--- config.mk ---
export PLATFORM = sky130hd
export DESIGN_NAME = ddr2_sys_st_byte_arbiter_flat
export DESIGN_NICKNAME = d
export VERILOG_FILES = /design/src/rtl/ddr2_sys_st_byte_arbiter_if.sv /design/src/rtl/ddr2_sys_st_byte_arbiter.sv /design/src/flat_wrapper.sv
export SDC_FILE = /design/constraint.sdc
export NUM_CORES = 1
export LEC_CHECK = 0
export CORE_AREA = 10 10 57 59
export CTS_BUF_LIST = sky130_fd_sc_hd__clkbuf_4 sky130_fd_sc_hd__clkbuf_8
export CTS_CLUSTER_DIAMETER = 30
export DETAILED_ROUTE_END_ITERATION = 10
export DIE_AREA = 0 0 67 69
export GPL_TIMING_DRIVEN = 0
export PLACE_DENSITY_LB_ADDON = 0.08
export SYNTH_ARGS = -nofsm -noshare
export SYNTH_HDL_FRONTEND = slang
export SYNTH_SLANG_ARGS = --single-unit
--- constraint.sdc ---
create_clock -name clk -period 1.16 [get_ports clk]
set_input_delay 0.116 -clock clk [delete_from_list [all_inputs] [get_ports clk]]
set_output_delay 0.116 -clock clk [all_outputs]
set_load 0.05 [all_outputs]
--- src/rtl/ddr2_sys_st_byte_arbiter_if.sv ---
`timescale 1ns/1ps
`default_nettype none
// ============================================================================
// Module   : ddr2_sys_st_byte_arbiter_if
// Purpose  : Bundle of streaming signals for the two-input packet arbiter.
//            Requester 0 and 1 each present valid/sop/eop/data and receive
//            ready; the shared output stream presents valid/sop/eop/data and
//            receives ready. busy reports a held packet lock.
// Ports    : (interface signals)
//            in0_valid, in0_sop, in0_eop, in0_data, in0_ready  requester 0
//            in1_valid, in1_sop, in1_eop, in1_data, in1_ready  requester 1
//            out_valid, out_sop, out_eop, out_data, out_ready  shared stream
//            busy                                             lock held
//            out_channel  source index of output beat, present only when
//                         DDR2_SYS_ST_ARB_CHANNEL_EN is defined
// Modports : slave  - the arbiter itself
//            master - the surrounding environment (requesters + sink)
// Revision : 1.0 - initial release
// ============================================================================
interface ddr2_sys_st_byte_arbiter_if #(
  parameter int DATA_W = 8
);
  // Requester 0
  logic              in0_valid;
  logic              in0_sop;
  logic              in0_eop;
  logic [DATA_W-1:0] in0_data;
  logic              in0_ready;
  // Requester 1
  logic              in1_valid;
  logic              in1_sop;
  logic              in1_eop;
  logic [DATA_W-1:0] in1_data;
  logic              in1_ready;
  // Shared output stream
  logic              out_valid;
  logic              out_sop;
  logic              out_eop;
  logic [DATA_W-1:0] out_data;
  logic              out_ready;
  logic              busy;
`ifdef DDR2_SYS_ST_ARB_CHANNEL_EN
  logic              out_channel;
`endif

  modport slave (
    input  in0_valid, in0_sop, in0_eop, in0_data,
    output in0_ready,
    input  in1_valid, in1_sop, in1_eop, in1_data,
    output in1_ready,
    output out_valid, out_sop, out_eop, out_data,
    input  out_ready,
`ifdef DDR2_SYS_ST_ARB_CHANNEL_EN
    output out_channel,
`endif
    output busy
  );

  modport master (
    output in0_valid, in0_sop, in0_eop, in0_data,
    input  in0_ready,
    output in1_valid, in1_sop, in1_eop, in1_data,
    input  in1_ready,
    input  out_valid, out_sop, out_eop, out_data,
    output out_ready,
`ifdef DDR2_SYS_ST_ARB_CHANNEL_EN
    input  out_channel,
`endif
    input  busy
  );

endinterface
`default_nettype wire

--- src/rtl/ddr2_sys_st_byte_arbiter.sv ---
`timescale 1ns/1ps
`default_nettype none
// ============================================================================
// Module   : ddr2_sys_st_byte_arbiter
// Purpose  : Two-input packet arbiter for a byte-wide streaming bus. Once a
//            requester wins with a non-eop beat it owns the output until its
//            eop beat is accepted. Ties in the idle state go to the requester
//            that was not granted most recently. A single output register
//            gives one cycle of latency from accept to output.
// Params   : DATA_W   - payload width of every data port
//            RR_FIRST - requester that wins the first tie after reset
// Ports    : clk      - single clock, rising edge
//            reset_n  - asynchronous active-low reset
//            bus      - ddr2_sys_st_byte_arbiter_if.slave (both requesters,
//                       shared output stream, busy, optional out_channel)
// Options  : DDR2_SYS_ST_ARB_CHANNEL_EN - when defined, out_channel is
//            registered alongside out_data and carries the source index.
// Revision : 1.0 - initial release
// ============================================================================
module ddr2_sys_st_byte_arbiter #(
  parameter int DATA_W   = 8,
  parameter int RR_FIRST = 0
) (
  input  wire logic                     clk,
  input  wire logic                     reset_n,
  ddr2_sys_st_byte_arbiter_if.slave     bus
);

  // last_grant holds the index of the most recently granted requester. It
  // resets to the opposite of RR_FIRST so the first tie goes to RR_FIRST.
  localparam logic LAST_GRANT_RST = (RR_FIRST == 0) ? 1'b1 : 1'b0;

  typedef enum logic [1:0] {
    IDLE  = 2'd0,
    LOCK0 = 2'd1,
    LOCK1 = 2'd2
  } state_t;

  state_t            state;
  logic              last_grant;

  // Output stage register
  logic              out_valid_q;
  logic              out_sop_q;
  logic              out_eop_q;
  logic [DATA_W-1:0] out_data_q;
`ifdef DDR2_SYS_ST_ARB_CHANNEL_EN
  logic              out_channel_q;
`endif

  // Arbitration / handshake terms
  logic              load_ok;
  logic              win0;
  logic              win1;
  logic              rdy0;
  logic              rdy1;
  logic              acc0;
  logic              acc1;

  always_comb begin
    load_ok = !out_valid_q || bus.out_ready;

    // Winner selection only applies in IDLE; a locked state ignores the
    // other requester entirely.
    win0 = 1'b0;
    win1 = 1'b0;
    if (state == IDLE) begin
      if (bus.in0_valid && bus.in1_valid) begin
        // Tie: favour the requester that did not win last time.
        win0 = last_grant;
        win1 = !last_grant;
      end else begin
        win0 = bus.in0_valid;
        win1 = bus.in1_valid;
      end
    end

    // Gating with reset_n keeps both readies low while reset is asserted,
    // even though the reset state would otherwise allow a load.
    rdy0 = reset_n && load_ok && (win0 || (state == LOCK0));
    rdy1 = reset_n && load_ok && (win1 || (state == LOCK1));

    acc0 = bus.in0_valid && rdy0;
    acc1 = bus.in1_valid && rdy1;
  end

  assign bus.in0_ready = rdy0;
  assign bus.in1_ready = rdy1;
  assign bus.out_valid = out_valid_q;
  assign bus.out_sop   = out_sop_q;
  assign bus.out_eop   = out_eop_q;
  assign bus.out_data  = out_data_q;
  assign bus.busy      = (state != IDLE);
`ifdef DDR2_SYS_ST_ARB_CHANNEL_EN
  assign bus.out_channel = out_channel_q;
`endif

  always_ff @(posedge clk or negedge reset_n) begin
    if (!reset_n) begin
      state       <= IDLE;
      last_grant  <= LAST_GRANT_RST;
      out_valid_q <= 1'b0;
      out_sop_q   <= 1'b0;
      out_eop_q   <= 1'b0;
      out_data_q  <= '0;
`ifdef DDR2_SYS_ST_ARB_CHANNEL_EN
      out_channel_q <= 1'b0;
`endif
    end else begin
      // Output stage: load an accepted beat, otherwise drain when the sink
      // takes the current beat. When stalled nothing is accepted, so the
      // register simply holds.
      if (acc0 || acc1) begin
        out_valid_q <= 1'b1;
        out_sop_q   <= acc1 ? bus.in1_sop  : bus.in0_sop;
        out_eop_q   <= acc1 ? bus.in1_eop  : bus.in0_eop;
        out_data_q  <= acc1 ? bus.in1_data : bus.in0_data;
`ifdef DDR2_SYS_ST_ARB_CHANNEL_EN
        out_channel_q <= acc1;
`endif
      end else if (bus.out_ready) begin
        out_valid_q <= 1'b0;
      end

      // Packet lock: any beat starts a packet in IDLE (sop is not required);
      // a single-beat packet (eop on the first beat) never takes the lock.
      case (state)
        IDLE: begin
          if (acc0) begin
            last_grant <= 1'b0;
            if (!bus.in0_eop) begin
              state <= LOCK0;
            end
          end else if (acc1) begin
            last_grant <= 1'b1;
            if (!bus.in1_eop) begin
              state <= LOCK1;
            end
          end
        end
        LOCK0: begin
          if (acc0 && bus.in0_eop) begin
            state <= IDLE;
          end
        end
        LOCK1: begin
          if (acc1 && bus.in1_eop) begin
            state <= IDLE;
          end
        end
        default: begin
          state <= IDLE;
        end
      endcase
    end
  end

endmodule
`default_nettype wire

--- src/flat_wrapper.sv ---
// flat-port wrapper written by rule: the top's interface ports become plain ports
module ddr2_sys_st_byte_arbiter_flat 
#(
  parameter int DATA_W   = 8,
  parameter int RR_FIRST = 0
)
  (clk, reset_n, bus_in0_valid, bus_in0_sop, bus_in0_eop, bus_in0_data, bus_in0_ready, bus_in1_valid, bus_in1_sop, bus_in1_eop, bus_in1_data, bus_in1_ready, bus_out_valid, bus_out_sop, bus_out_eop, bus_out_data, bus_out_ready, bus_busy);
  ddr2_sys_st_byte_arbiter_if #(.DATA_W(DATA_W)) bus_i ();
  input  wire logic clk;
  input  wire logic reset_n;
  input wire logic [$bits(bus_i.in0_valid)-1:0] bus_in0_valid;
  input wire logic [$bits(bus_i.in0_sop)-1:0] bus_in0_sop;
  input wire logic [$bits(bus_i.in0_eop)-1:0] bus_in0_eop;
  input wire logic [$bits(bus_i.in0_data)-1:0] bus_in0_data;
  output wire logic [$bits(bus_i.in0_ready)-1:0] bus_in0_ready;
  input wire logic [$bits(bus_i.in1_valid)-1:0] bus_in1_valid;
  input wire logic [$bits(bus_i.in1_sop)-1:0] bus_in1_sop;
  input wire logic [$bits(bus_i.in1_eop)-1:0] bus_in1_eop;
  input wire logic [$bits(bus_i.in1_data)-1:0] bus_in1_data;
  output wire logic [$bits(bus_i.in1_ready)-1:0] bus_in1_ready;
  output wire logic [$bits(bus_i.out_valid)-1:0] bus_out_valid;
  output wire logic [$bits(bus_i.out_sop)-1:0] bus_out_sop;
  output wire logic [$bits(bus_i.out_eop)-1:0] bus_out_eop;
  output wire logic [$bits(bus_i.out_data)-1:0] bus_out_data;
  input wire logic [$bits(bus_i.out_ready)-1:0] bus_out_ready;
  output wire logic [$bits(bus_i.busy)-1:0] bus_busy;
  assign bus_i.in0_valid = bus_in0_valid;
  assign bus_i.in0_sop = bus_in0_sop;
  assign bus_i.in0_eop = bus_in0_eop;
  assign bus_i.in0_data = bus_in0_data;
  assign bus_in0_ready = bus_i.in0_ready;
  assign bus_i.in1_valid = bus_in1_valid;
  assign bus_i.in1_sop = bus_in1_sop;
  assign bus_i.in1_eop = bus_in1_eop;
  assign bus_i.in1_data = bus_in1_data;
  assign bus_in1_ready = bus_i.in1_ready;
  assign bus_out_valid = bus_i.out_valid;
  assign bus_out_sop = bus_i.out_sop;
  assign bus_out_eop = bus_i.out_eop;
  assign bus_out_data = bus_i.out_data;
  assign bus_i.out_ready = bus_out_ready;
  assign bus_busy = bus_i.busy;
  ddr2_sys_st_byte_arbiter #(.DATA_W(DATA_W), .RR_FIRST(RR_FIRST)) u_core (.clk(clk), .reset_n(reset_n), .bus(bus_i));
endmodule
Yosys cells after proc, flatten, opt, wreduce, memory -nomap -nowiden
Index checks and enable logic that the tools add are counted.

operators by class
  reductions and logical operators = 20
  multiplexer cells = 18
  eq/ne operators = 7

operators by type and width
  cell                number
  $mux 2              6
  $mux 1              10
  $logic_and 1x1->1   8
  $mux 8              1
  $pmux 2 s3          1
  $reduce_bool 2->1   3
  $reduce_and 5->1    1
  $logic_or 1x1->1    4
  $ne 2x2->1 const B  2
  $ne 3x1->1 const B  1
  $ne 3x2->1 const B  1
  $ne 3x3->1 const B  1
  $eq 2x1->1 const B  1
  $eq 2x2->1 const B  1
  $logic_not 1->1     2
  $logic_not 2->1     1
  $reduce_and 2->1    1

word-level totals
  output and inout bits = 14
  input port bits = 25
  register bits = 14

Logic depth before layout (Yosys ltp)
  depth after elaboration = 9
  gate-level depth with buffers = 5
  depth with buffers taken out = 4

Least setup slack after synthesis
No wires, ideal clock.

  path kind = reg2out
  start = register u_core.out_valid_q, in the netlist u_core.bus.out_valid
  end = output port bus_in1_ready
  buffers on the path = 0
  arrival = 1900 ps
  required time = 1044 ps
  stages on the path, launching flop included = 4
  slack = -856 ps
  cells stage by stage = dfrtp_1 -> nand2b_1 -> nand2_1 -> nor3_1

on the way
  word-level cells in the longest chain between the ends = 4

ends and longest elaborated chain
  item                            line                             text
  start, declared                 ddr2_sys_st_byte_arbiter.sv:43   logic out_valid_q;
  start signal, assigned          ddr2_sys_st_byte_arbiter.sv:102  out_valid_q <= 1'b0;
  start signal, assigned          ddr2_sys_st_byte_arbiter.sv:114  out_valid_q <= 1'b1;
  start signal, assigned          ddr2_sys_st_byte_arbiter.sv:122  out_valid_q <= 1'b0;
  $logic_not 1->1                 ddr2_sys_st_byte_arbiter.sv:61   load_ok = !out_valid_q || bus.out_ready;
  $logic_or 1x1->1                ddr2_sys_st_byte_arbiter.sv:61
  $logic_and 1x1->1 (2 in a row)  ddr2_sys_st_byte_arbiter.sv:81   rdy1 = reset_n && load_ok && (win1 || (state == LOCK1));
  end, declared                   flat_wrapper.sv:20               output wire logic [$bits(bus_i.in1_ready)-1:0] bus_in1_ready;

No other way between the ends.

Worst setup path in the final report
  start = register u_core.last_grant
  end = output port bus_in1_ready

on the way
  word-level cells in the longest chain between the ends = 5

ends and longest elaborated chain
  item                    line                             text
  start, declared         ddr2_sys_st_byte_arbiter.sv:40   logic last_grant;
  start signal, assigned  ddr2_sys_st_byte_arbiter.sv:101  last_grant <= LAST_GRANT_RST;
  start signal, assigned  ddr2_sys_st_byte_arbiter.sv:130  last_grant <= 1'b0;
  start signal, assigned  ddr2_sys_st_byte_arbiter.sv:135  last_grant <= 1'b1;
  $logic_not 1->1         ddr2_sys_st_byte_arbiter.sv:71   win1 = !last_grant;
  $mux 1                  ddr2_sys_st_byte_arbiter.sv:68   if (bus.in0_valid && bus.in1_valid) begin
  $mux 1                  ddr2_sys_st_byte_arbiter.sv:67   if (state == IDLE) begin
  $logic_or 1x1->1        ddr2_sys_st_byte_arbiter.sv:81
  $logic_and 1x1->1       ddr2_sys_st_byte_arbiter.sv:81

No other way between the ends.

==> implementation parameters <==
Parameter                              Value

Run status
  Result of the run ... complete, but fails checks
  Violations in the final reports ... negative setup slack

Timing
  Final Hold Violating Endpoints ... 0
  Largest clock skew in the final design ... 0.00107 ns
  Min Clock Period, post-route ... 1.42 ns
  Post-route clock period utilization ... 123%
  Post-route worst hold slack ... 0.346 ns
  Unrepaired setup endpoints after global routing ... true
  Final number of setup-violating endpoints ... 16
  Achievable Freq ... 703 MHz
  Slew at the pin closest to its max-slew limit ... 0.639 ns
  Pins Over Slew Limit ... 0
  Fin worst setup slack ... -0.263 ns
  Headroom to the max-slew limit ... 57.2%

Yosys
  Post-Synthesis Net Count ... 109
  Leading post-synthesis cells by cell area ... sky130_fd_sc_hd__dfrtp_1, sky130_fd_sc_hd__nand2_1, sky130_fd_sc_hd__a31oi_1
  Portion of the post-synthesis area used by sequential elements ... 48.7%
  Yosys Warn Count ... 0
  Largest area contributor in the synthesized netlist ... sky130_fd_sc_hd__dfrtp_1
  Count of cell types in the netlist ... 19
  Synthesized instance count ... 84
  Summed instance area of the synthesized netlist ... 722 sq um
  Register bit total from synthesis ... 14
  Share of the synthesized area in the top cell type ... 45.1%
  Mean post-synth cell area ... 8.59 sq um

Cells and area
  ANT cells ... 0
  Fill cell instance count of the final layout ... 182
  Proportion of layout cells with a drive suffix above 1 ... 46.0%
  # nets final ... 163
  Final Cell Area ... 1380 sq um
  Most common cell after layout, fill and taps aside ... sky130_fd_sc_hd__clkdlybuf4s50_1
  Area Growth Syn to Fin ... 91.5%
  Most frequent cells in the layout ... sky130_fd_sc_hd__clkdlybuf4s50_1, sky130_fd_sc_hd__nand2_1, sky130_fd_sc_hd__a31oi_1, sky130_fd_sc_hd__buf_2, sky130_fd_sc_hd__dfrtp_1
  Number of standard cells in the layout, taps in and fillers out ... 165
  Final core area utilization ... 64.4%

Setup path
  Startpoint types ... register
  CP endpoint kind ... output port
  Max Fanout on Critical Path ... 3
  Highest cell delay on the worst timing path ... 0.56 ns
  Crit path buffers/inverters ... 1
  Max stage delay cell, worst path ... sky130_fd_sc_hd__dfstp_2
  Data arrival at the endpoint of the critical path ... 1.31 ns
  Classification of the worst setup path ... reg2out
  Crit path cell chain ... nand2_2 > a21oi_2 > nor3_4 > buf_6
  Cell family contributing the most delay on the critical path ... flip-flops
  Required arrival time at the worst endpoint ... 1.04 ns

Clock tree
  Clock tree from TritonCTS ... built
  Count of clock tree sinks ... 14
  Clock slew at reported path FFs ... 0.09 ns
  Clock buffer count from CTS ... 3
  Cell chosen for the clock root ... sky130_fd_sc_hd__clkbuf_4
  Maximum clock insertion buffer count ... 2
  Clock insertion delay at the later pin of the skew report ... 0.28 ns
  H-tree levels ... 1

Detailed routing
  DR pass1 iterations ... 4
  DRC violation count after routing ... 0
  Initial DRC count ... 59
  Routed Wire Length ... 2.82 mm
  Vias per cell ... 5.12
  Via Count ... 845
  Average wire per cell in the routed design ... 17.1 um
  Antenna viol nets, final ... 0

Global routing
  Initial antenna violation count ... 0
  Total congestion overflow after global routing ... 0
  Wire length of the first global-routing pass ... 4.38 mm
  Pin count of the biggest net entering global routing ... 14
  Number of global-route vias before repair ... 855
  GRT Total Usage ... 11.7%

Placed design
  Buffers on Ports ... 38
  RD Place Congestion ... 0.852
  Pre-CTS worst setup slack ... -1.52 ns
  Placement-stage cell area ... 1190 sq um
  Cell Count Post-Placement ... 150
  HPWL after detailed placement ... 1.78 mm

Floorplan
  Rows ... 17
  Total core area ... 2150 sq um
  Die height ... 69 um
  Die span in x ... 67 um
  Num ports ... 39
  Starting density of the core ... 33.6%
  Die ar. ... 4620 sq um

Power and ir drop
  Leakage power total ... 0.580 nW
  Maximum VDD drop ... 1.43 mV
  Power per cell area ... 2650 nW/um^2

Hold path
  Worst hold path class ... in2reg

Job
  Maximum capacitance violations ... 0
==> path summary, 6_finish.rpt <==
path | startpoint | end | cells past startpoint | slack [ns]
setup / recovery | u_core.last_grant$_DFFE_PN1P_ | bus_in1_ready | 4 | -0.26
hold / removal | reset_n | u_core.last_grant$_DFFE_PN1P_ | 5 | 0.35
setup reg to reg | u_core.state[1]$_DFFE_PN0P_ | u_core.bus.out_data[0]$_DFFE_PN0P_ | 5 | -0.26
hold reg to reg | u_core.bus.out_eop$_DFFE_PN0P_ | u_core.bus.out_eop$_DFFE_PN0P_ | 2 | 0.56
max in group asynchronous | reset_n | u_core.state[0]$_DFFE_PN0P_ | 2 | 0.25
min in group asynchronous | reset_n | u_core.last_grant$_DFFE_PN1P_ | 2 | 0.46
==> synth_stat cells <==
master,instances
sky130_fd_sc_hd__nand2b_1,3
sky130_fd_sc_hd__buf_4,1
sky130_fd_sc_hd__nand2_1,22
sky130_fd_sc_hd__a221oi_2,1
sky130_fd_sc_hd__a31oi_1,11
sky130_fd_sc_hd__a311oi_1,2
sky130_fd_sc_hd__nor2_1,12
sky130_fd_sc_hd__nor3_1,2
sky130_fd_sc_hd__dfrtp_1,13
sky130_fd_sc_hd__a21oi_1,4
sky130_fd_sc_hd__o32ai_1,1
sky130_fd_sc_hd__buf_2,2
sky130_fd_sc_hd__inv_1,4
sky130_fd_sc_hd__o32a_1,1
sky130_fd_sc_hd__a31o_2,1
sky130_fd_sc_hd__a31oi_2,1
sky130_fd_sc_hd__nand2b_4,1
sky130_fd_sc_hd__or2_2,1
sky130_fd_sc_hd__dfstp_2,1
==> cell families after synthesis <==
kind of cell    Yosys count  synth area share [%]
compound gates           22                  22.4
buf+inv                   7                  4.51
flops                    14                  48.7
simple gates             41                  24.4
==> per-stage QoR <==
step / TNS, ns / total power, W
2_1_floorplan: -1.30 / 0.00231
3_3_place_gp: -16.38 / 0.00300
3_5_place_dp: -16.62 / 0.00302
4_1_cts: -3.15 / 0.00369
5_1_grt: -4.63 / 0.00386
6_report: -3.62 / 0.00366
==> routing by layer <==
metal	part of all wire, %	track usage [%]	up-vias
met5	0	0	-
met4	0.28	2.71	0
met2	51	19.1	29
li1	-	-	405
met3	7.4	3.86	2
met1	41	14.2	409
==> area by class of cell <==
type | count | area (sq um) | area share (%)
sequential | 14 | 355 | 25.7
multi-input combinational | 63 | 472 | 34.1
tap | 28 | 35.0 | 2.53
inverter | 4 | 15.0 | 1.09
timing repair buffer | 49 | 435 | 31.5
buffer | 3 | 33.8 | 2.44
clock buffer | 4 | 36.3 | 2.62
==> power by group <==
group / internal, W / switching, W
Sequential: 0.000737 / 0.000185
Combinational: 0.000865 / 0.00151
Clock: 0.000191 / 0.000168
==> state kept, by name, indices dropped and copies added (netlist names) <==
| register | flops |
|---|---|
| u_core.bus.out_data | 8 |
| u_core.last_grant | 1 |
| u_core.bus.out_sop | 1 |
| u_core.state | 2 |
| u_core.bus.out_valid | 1 |
| u_core.bus.out_eop | 1 |
==> what timing repair did <==
action / in CTS / in global routing
buffers inserted: 8 / 0
hold endpoints to repair: 13 / 0
pin swaps: 11 / 4
endpoints found under the setup margin: 28 / 25
hold buffers: 2 / 0
cloned: 1 / 0
resized for setup: 90 / 27
==> worst register-to-register path: cells and delay by family, from the launching register on <==
family,cells,cell delay [ns]
DFF,1,0.45
AOI/OAI and AO/OA,2,0.50
buffers and inverters,1,0.19
and+or+nand+nor,2,0.20
(Power assumes the default switching activity.)
